**src/rtl/imem_loader_pkg.sv**
```systemverilog
`default_nettype none
// ============================================================================
// Module      : imem_loader_pkg
// Description : Loader FSM state encoding and byte-lane geometry, shared with
//               the instruction-memory and fetch blocks.
// Revision    : 1.0 - initial release
// ============================================================================
package imem_loader_pkg;

    typedef enum logic [2:0] {
        ST_IDLE  = 3'd0,
        ST_RECV  = 3'd1,
        ST_WRITE = 3'd2,
        ST_DONE  = 3'd3,
        ST_ERR   = 3'd4
    } state_t;

    localparam int c_lane_count = 4;
    localparam int c_byte_width = 8;
    localparam int c_lane_bits  = $clog2(c_lane_count);
    localparam int c_word_width = c_lane_count * c_byte_width;

endpackage
`default_nettype wire

```
**src/rtl/imem_byte_packer.sv**
```systemverilog
`default_nettype none
// ============================================================================
// Module      : imem_byte_packer
// Description : Assembles four bytes into a little-endian instruction word.
// Revision    : 1.0 - initial release
// ============================================================================
module imem_byte_packer
    import imem_loader_pkg::*;
(
    input  logic                    clk,
    input  logic                    reset,
    input  logic                    clear,
    input  logic                    load,
    input  logic [c_byte_width-1:0] byte_in,
    output logic [c_word_width-1:0] word,
    output logic                    last_lane
);

    logic [c_lane_bits-1:0]  r_lane;
    logic [c_word_width-1:0] r_word;

    // Lane counter wraps naturally after the last lane
    always_ff @(posedge clk or negedge reset) begin
        if (!reset) begin
            r_lane <= '0;
            r_word <= '0;
        end else if (clear) begin
            r_lane <= '0;
            r_word <= '0;
        end else if (load) begin
            r_word[r_lane*c_byte_width +: c_byte_width] <= byte_in;
            r_lane <= r_lane + c_lane_bits'(1);
        end
    end

    assign word      = r_word;
    assign last_lane = (r_lane == c_lane_bits'(c_lane_count - 1));

endmodule
`default_nettype wire

```
**src/rtl/imem_loader.sv**
```systemverilog
`default_nettype none
// ============================================================================
// Module      : imem_loader
// Description : Streams program bytes into instruction memory word by word.
// Revision    : 1.0 - initial release
// ============================================================================
module imem_loader
    import imem_loader_pkg::*;
#(
    parameter int INS_WIDTH  = 32,
    parameter int INS_DEPTH  = 64,
    parameter int ADDR_DEPTH = 64
) (
    input  logic                  clk,
    input  logic                  reset,
    input  logic                  start,
    input  logic                  abort,
    input  logic [ADDR_DEPTH-1:0] load_len,
    input  logic [7:0]            byte_in,
    input  logic                  byte_valid,
    output logic                  byte_ready,
    output logic                  wr_en,
    output logic [ADDR_DEPTH-1:0] wr_addr,
    output logic [INS_WIDTH-1:0]  wr_data,
    output logic                  busy,
    output logic                  done,
    output logic                  error
);

    localparam logic [ADDR_DEPTH-1:0] c_depth = ADDR_DEPTH'(INS_DEPTH);
    localparam logic [ADDR_DEPTH-1:0] c_one   = ADDR_DEPTH'(1);

    state_t                  r_state;
    state_t                  w_next;
    logic [ADDR_DEPTH-1:0]   r_word_idx;
    logic [ADDR_DEPTH-1:0]   r_len;
    logic [ADDR_DEPTH-1:0]   r_addr_q;
    logic [INS_WIDTH-1:0]    r_data_q;
    logic                    w_accept;
    logic                    w_xfer;
    logic                    w_last_write;
    logic                    w_last_lane;
    logic                    w_clear;
    logic                    w_in_write;
    logic [c_word_width-1:0] w_word;

    always_comb begin
        w_next       = r_state;
        w_accept     = 1'b0;
        w_xfer       = 1'b0;
        w_last_write = ((r_word_idx + c_one) == r_len);
        if (abort) begin
            w_next = ST_IDLE;
        end else begin
            case (r_state)
                ST_IDLE, ST_DONE, ST_ERR: begin
                    if (start) begin
                        if (load_len == '0) begin
                            w_next = ST_DONE;
                        end else if (load_len > c_depth) begin
                            w_next = ST_ERR;
                        end else begin
                            w_next   = ST_RECV;
                            w_accept = 1'b1;
                        end
                    end
                end
                ST_RECV: begin
                    if (byte_valid) begin
                        w_xfer = 1'b1;
                        if (w_last_lane) begin
                            w_next = ST_WRITE;
                        end
                    end
                end
                ST_WRITE: w_next = w_last_write ? ST_DONE : ST_RECV;
                default:  w_next = ST_IDLE;
            endcase
        end
    end

    // Abort also flushes any partially assembled word
    assign w_clear = w_accept | abort;

    imem_byte_packer u_packer (
        .clk       (clk),
        .reset     (reset),
        .clear     (w_clear),
        .load      (w_xfer),
        .byte_in   (byte_in),
        .word      (w_word),
        .last_lane (w_last_lane)
    );

    always_ff @(posedge clk or negedge reset) begin
        if (!reset) begin
            r_state    <= ST_IDLE;
            r_word_idx <= '0;
            r_len      <= '0;
            r_addr_q   <= '0;
            r_data_q   <= '0;
        end else begin
            r_state <= w_next;
            if (w_accept) begin
                r_word_idx <= '0;
                r_len      <= load_len;
            end else if (w_in_write && !abort) begin
                r_addr_q <= r_word_idx;
                r_data_q <= w_word;
                // Index stays at the last address so it never reaches INS_DEPTH
                if (!w_last_write) begin
                    r_word_idx <= r_word_idx + c_one;
                end
            end
        end
    end

    assign w_in_write = (r_state == ST_WRITE);
    assign byte_ready = (r_state == ST_RECV);
    assign wr_en      = w_in_write && !abort;
    assign wr_addr    = w_in_write ? r_word_idx : r_addr_q;
    assign wr_data    = w_in_write ? w_word : r_data_q;
    assign busy       = (r_state == ST_RECV) || w_in_write;
    assign done       = (r_state == ST_DONE);
    assign error      = (r_state == ST_ERR);

endmodule
`default_nettype wire

```
**config.mk**
```make
export PLATFORM = sky130hd
export DESIGN_NAME = imem_loader
export DESIGN_NICKNAME = d
export VERILOG_FILES = /design/src/rtl/imem_loader_pkg.sv /design/src/rtl/imem_byte_packer.sv /design/src/rtl/imem_loader.sv
export SDC_FILE = /design/constraint.sdc
export NUM_CORES = 1
export LEC_CHECK = 0
export BUFFER_PORTS_ARGS = -buffer_cell sky130_fd_sc_hd__buf_2
export CORE_MARGIN = 10
export CORE_UTILIZATION = 59
export DETAILED_ROUTE_END_ITERATION = 8
export MAX_ROUTING_LAYER = met4
export PLACE_DENSITY = 0.9
export SYNTH_ARGS = -nofsm -noshare
export SYNTH_HDL_FRONTEND = slang
export SYNTH_SLANG_ARGS = --single-unit
```
**constraint.sdc**
```tcl
create_clock -name clk -period 4.1 [get_ports clk]
set_input_delay 0.41 -clock clk [delete_from_list [all_inputs] [get_ports clk]]
set_output_delay 0.41 -clock clk [all_outputs]
set_load 0.1 [all_outputs]
```
== Word level (Yosys, flattened, before mapping) ==
Cells that the tools add are included.
Widths: inputs -> output; s select.
Word-level totals
  register bits after elaboration: 261
  bits of input ports: 77
Operators by class
  add/subtract/negate cells: 3
  magnitude comparators: 1
  bitwise operators: 2
  reductions and logical operators: 11
  equality and inequality tests: 10
  shift operators: 2
  multiplexer cells: 26
Operator list (number)
  $mux 64: 4
  $mux 32: 3
  $add 64x1->64 const B: 1
  $eq 64x64->1: 1
  $gt 64x7->1 const B: 1
  $logic_not 64->1: 1
  $neg 5->34: 1
  $shift 8x34->32 const A: 1
  $shiftx 8x34->32: 1
  $bwmux 32: 1
  $mux 3: 6
  $pmux 3 s3: 1
  $mux 1: 8
  $eq 3x2->1 const B: 2
  $mux 2: 3
  $ne 3x3->1 const B: 2
  $reduce_and 2->1: 2
  $reduce_bool 2->1: 2
  $eq 3x1->1 const B: 1
  $eq 3x3->1 const B: 1
  $logic_not 3->1: 1
  $ne 3x2->1 const B: 1
  $reduce_and 3->1: 1
  $reduce_or 3->1: 1
  other kinds (8): 8

== Depth between registers and ports, before layout ==
  word-level depth: 8
  gate-level depth with buffers: 14
  gate-level depth less buffers: 11

== Hierarchy ==
From an unflattened synthesis, not the netlist that was laid out.
Second synthesis, totals
  cell total of the unflattened synthesis: 1573
  area total of the unflattened synthesis: 14677.8 µm²
By module, submodules not included
  imem_loader: times used 1, cells an instance 1460, area each 13152.6 µm², sequential area each 5680.4 µm²
  imem_byte_packer: times used 1, cells an instance 113, area each 1525.2 µm², sequential area each 850.8 µm²

== Worst setup path before layout ==
Ideal clock, no wire load.
  path kind: reg-to-reg
  start: reg r_state[2]
  end: reg u_packer.r_word[0], in the netlist u_packer.word[0]
  cell stages (with the launch flop): 10
  arrival: 3.682 ns
  data required time: 4.024 ns
  setup slack: 0.342 ns
  path buffers: 2
  library setup time: 0.076 ns
  cell sequence: dfrtp_1 > clkbuf_1 > nand2b_1 > nor2_1 > and2_1 > clkbuf_1 > nand2_1 > nor4b_1 > a22oi_1 > nor2_1
RTL lines
  start, declared: line imem_loader.sv:33  | state_t r_state;
  start signal, assigned: line imem_loader.sv:103  | r_state <= w_next;
  $eq 3x1->1
  via byte_ready: line imem_loader.sv:21  | output logic byte_ready,
  $mux 1: line imem_loader.sv:55  | case (r_state)
  $mux 1: line imem_loader.sv:52  | if (abort) begin
  $reduce_bool 2->1 (no line)
  end signal, assigned by index: line imem_byte_packer.sv:31  | r_word[r_lane*c_byte_width +: c_byte_width] <= byte_in;
  end, declared: line imem_byte_packer.sv:20  | logic [c_word_width-1:0] r_word;
The timed path passes the listed nets, and every way through them passes these cells.
A chain may end at the register's enable or synchronous reset.

== Worst setup path after layout ==
  start: reg r_word_idx[1]
  end: reg r_word_idx[61]
Between the ends
  word-level cells in the longest chain between the ends: 4
Ends and longest elaborated chain
  start, declared: line imem_loader.sv:35  | logic [ADDR_DEPTH-1:0] r_word_idx;
  start signal, assigned: line imem_loader.sv:112  | r_word_idx <= r_word_idx + c_one;
  $add 64x1->64 *: line imem_loader.sv:51, imem_loader.sv:112
  $eq 64x64->1 / $mux 64 (equally long branches): line imem_loader.sv:51, imem_loader.sv:111
  $ne 2x2->1 (no line) / $mux 64 (equally long branches)
  $reduce_and 2->1 (no line) / $mux 64 (equally long branches)
Every way passes the cells marked *; elsewhere a longest branch is shown, timed or not. The select of a mux whose other input is x is not followed.

==> metrics.csv <==
metric;value;unit
number of hold-slack violations in the final timing report;0;
DRC marker count from the first detailed-route iteration;1546;
combined area of all synthesized cells;0.0146;sq mm
wire length of the first global-routing pass;74.1;mm
slack of the worst reg-to-reg path;120;ps
worst hold slack after final layout;63.9;ps
achievable frequency;251;MHz
number of remaining DRC errors;0;
Layout Utilization;70.5;%
average wire per standard cell;21.9;um
unrepaired setup endpoints after global routing;no;
initial antenna violation count;1;
pin count of the biggest net entering global routing;109;
power per cell area;715;mW/mm^2
type of the most critical hold path;primary input to flip-flop;
number of library cell types mapped by synthesis;61;
DR vias/cell;6.31;
worst stage delay on the critical path;620;ps
worst setup margin;116;ps
share of the clock period used by the worst path;97.2;%
logic depth of the worst register-to-register path;13;
startpoint class of the critical path;flip-flop;
global-route congestion overflow total;0;
height of the chip;177;um
ys flop type;dfrtp_1;
H-tree depth;1;
maxcap violations;0;
fraction of the yosys area taken by sequential cells;44.9;%
post-layout minimum cycle time;3980;ps
crit path max-delay cell type;or4_1;
kind of capture point of the worst setup path;flip-flop;
average cell area after synthesis;9.19;sq um
worst setup path startpoint;r_word_idx[1];
worst-case headroom to the max-slew limit;21.7;%
Worst VDD drop;0.000765;V
hpwl dp;32.3;mm
cell area after placement;0.0161;sq mm
std cell rows;57;
Reg2Reg Launch Point;r_word_idx[1];
CTS tree;done;
Crit Path Category;flip-flop to flip-flop;
TNS Setup;0;ps
ys async rst share;100;%
CTS Sinks;261;
EDFF count, synth;0;
Seq cells post-synth;261;
endpoint arrival time on the critical path;4440;ps
Num CTS Buffers;28;
Std-Cell Core Area;0.0243;sq mm
Post-Place Worst Slack;103;ps
area delta synth->final;17.8;%
Final Max Tran Viols;0;
dominant cell type by count on the critical path;buf_4;
Non-Filler Cell Area, Final;0.0171;sq mm
top cell type by total area after synthesis;dfrtp_1;
via count of the first global-routing pass;13603;
sequence of cells on the critical path;ha_2 -> and3_2 -> nand3_2 -> or4_1 -> xnor2_1 -> a31o_2 -> nor4_1 -> nand4_1 -> nor4_4 -> buf_4 -> buf_4 -> o21bai_1 -> o21ai_1;
final std cells w/o fill;2116;
biggest fanout along the worst timing path;17;
number of vias in the routed layout;13346;
first-pass iteration count of the detailed router;6;
total power after layout;12.3;mW
post-CTS setup buffer count;0;
Layout Nets;1853;
Starting Density;59.8;%
detailed-route wire length;46.4;mm
end of the worst register-to-register path;r_word_idx[61];
ratio of cells with drive above 1 in the final layout;24.5;%
synthesized netlist cell count;1584;
Synth area leaders;dfrtp_1, mux2_2, nand2_1;
P_leak;7.91;nW
Placed Cells incl. Taps;2062;
actual slew at the worst max-slew pin;1160;ps
most instantiated library cell after synthesis;dfrtp_1;
number of filler cells placed in the layout;1752;
final setup violation count;0;
top cells by count, synth;dfrtp_1, nand2_1, mux2_2, nand3_1, clkbuf_1;
gp weighted congestion;1.01;
Bufs on Longest Clock Path;3;
area fraction of the dominant cell type after synthesis;44.9;%
worst clock skew on the final layout;41.0;ps
clock latency on the worst-skew pair;580;ps
area enclosed by the die boundary;0.0314;sq mm
number of warnings reported in the yosys synthesis log;0;
input/output buffers;177;
clock transition time at the flip-flop clock pins of the worst setup and hold paths;70;ps
CP Capture Point;r_word_idx[61];
total routing usage reported by global routing;30.0;%
Final ANT Viol Nets;0;
status;complete, no violations;
IO Count;178;
width of the chip;177;um
cell at the root of the clock tree;clkbuf_16;
Synth Net Count;1668;
required time reported for the critical path endpoint;4560;ps
==> cell type report <==
class / instances / area (sq um) / area share, %
antenna: 1 / 2.50 / 0.0146
clock buffer: 37 / 774 / 4.52
clock inverter: 15 / 190 / 1.11
inverter: 70 / 264 / 1.54
multi-input combinational: 1145 / 7340 / 42.8
sequential: 261 / 6530 / 38.1
tap: 324 / 405 / 2.36
timing repair buffer: 263 / 1640 / 9.59
==> critical path, delay by kind of cell, from the launching register on <==
kind / cells / cell delay (ps)
adders and majority gates: 1 / 280
buffers and inverters: 2 / 450
and+or+nand+nor: 6 / 1880
xor gates and xnor gates: 1 / 230
DFF: 1 / 470
AOI/OAI and AO/OA: 3 / 540
==> cell families after synthesis <==
group	after synthesis	synth area share (%)
adders and majority gates	7	0.602
buffers and inverters	178	5.18
muxes	106	8.18
xor gates and xnor gates	98	5.90
AOI/OAI and AO/OA	259	11.4
DFF	261	44.9
and+or+nand+nor	675	23.8
==> layout by cell type, fill, tap and decap left out, drive strengths merged, types with 9 or more instances in the layout <==
| master | count |
|---|---|
| nor3 | 24 |
| o21ai | 105 |
| o211ai | 9 |
| clkinv | 9 |
| clkbuf | 37 |
| xnor2 | 70 |
| a22oi | 33 |
| and2 | 66 |
| buf | 262 |
| or4 | 20 |
| dfrtp | 261 |
| nand2 | 229 |
| xor2 | 28 |
| and3 | 18 |
| a21oi | 18 |
| inv | 70 |
| nand4 | 42 |
| or3 | 46 |
| o21bai | 17 |
| nand3 | 86 |
| nor2 | 64 |
| nor4 | 53 |
| and4 | 12 |
| mux2 | 104 |
| a21o | 37 |
==> flip-flops by register name (all words and copies together) (netlist names) <==
name             count
u_packer.r_lane      2
r_word_idx          64
r_state              3
u_packer.word       32
r_len               64
r_addr_q            64
r_data_q            32
==> metal layers <==
metal / global-route usage [%] / vias to the layer above / wire length, um
met1: 38.6 / 6534 / 19100
met3: 5.18 / 116 / 3910
li1: - / 5937 / -
met2: 47.1 / 759 / 21900
met4: 10.2 / 0 / 1470
met5: - / - / 0
==> timing repair <==
| action | CTS | global route |
|---|---|---|
| gates resized for setup | 0 | 10 |
| hold buffers | 1 | 0 |
| endpoints found under the hold margin | 104 | 0 |
| endpoints found under the setup margin | 0 | 65 |
==> power by group <==
group	total (mW)	switching, mW	internal [mW]
combinational	5.64	4.21	1.43
sequential	4.00	0.798	3.20
clock	2.63	1.10	1.53
total	12.3	6.11	6.16
==> worst min path at each step <==
stage                      start  cells after the start  slack (ps)           end
detailed placement  r_addr_q[49]                      2         460  r_addr_q[49]
floorplan                  reset                      0         110   r_addr_q[0]
global placement     r_data_q[9]                      2         450   r_data_q[9]
CTS                        abort                      2          50    r_state[0]
global route               abort                      2          60    r_state[0]
finish                     abort                      2          60    r_state[0]
No activity file was read; power rests on OpenSTA's default activity.
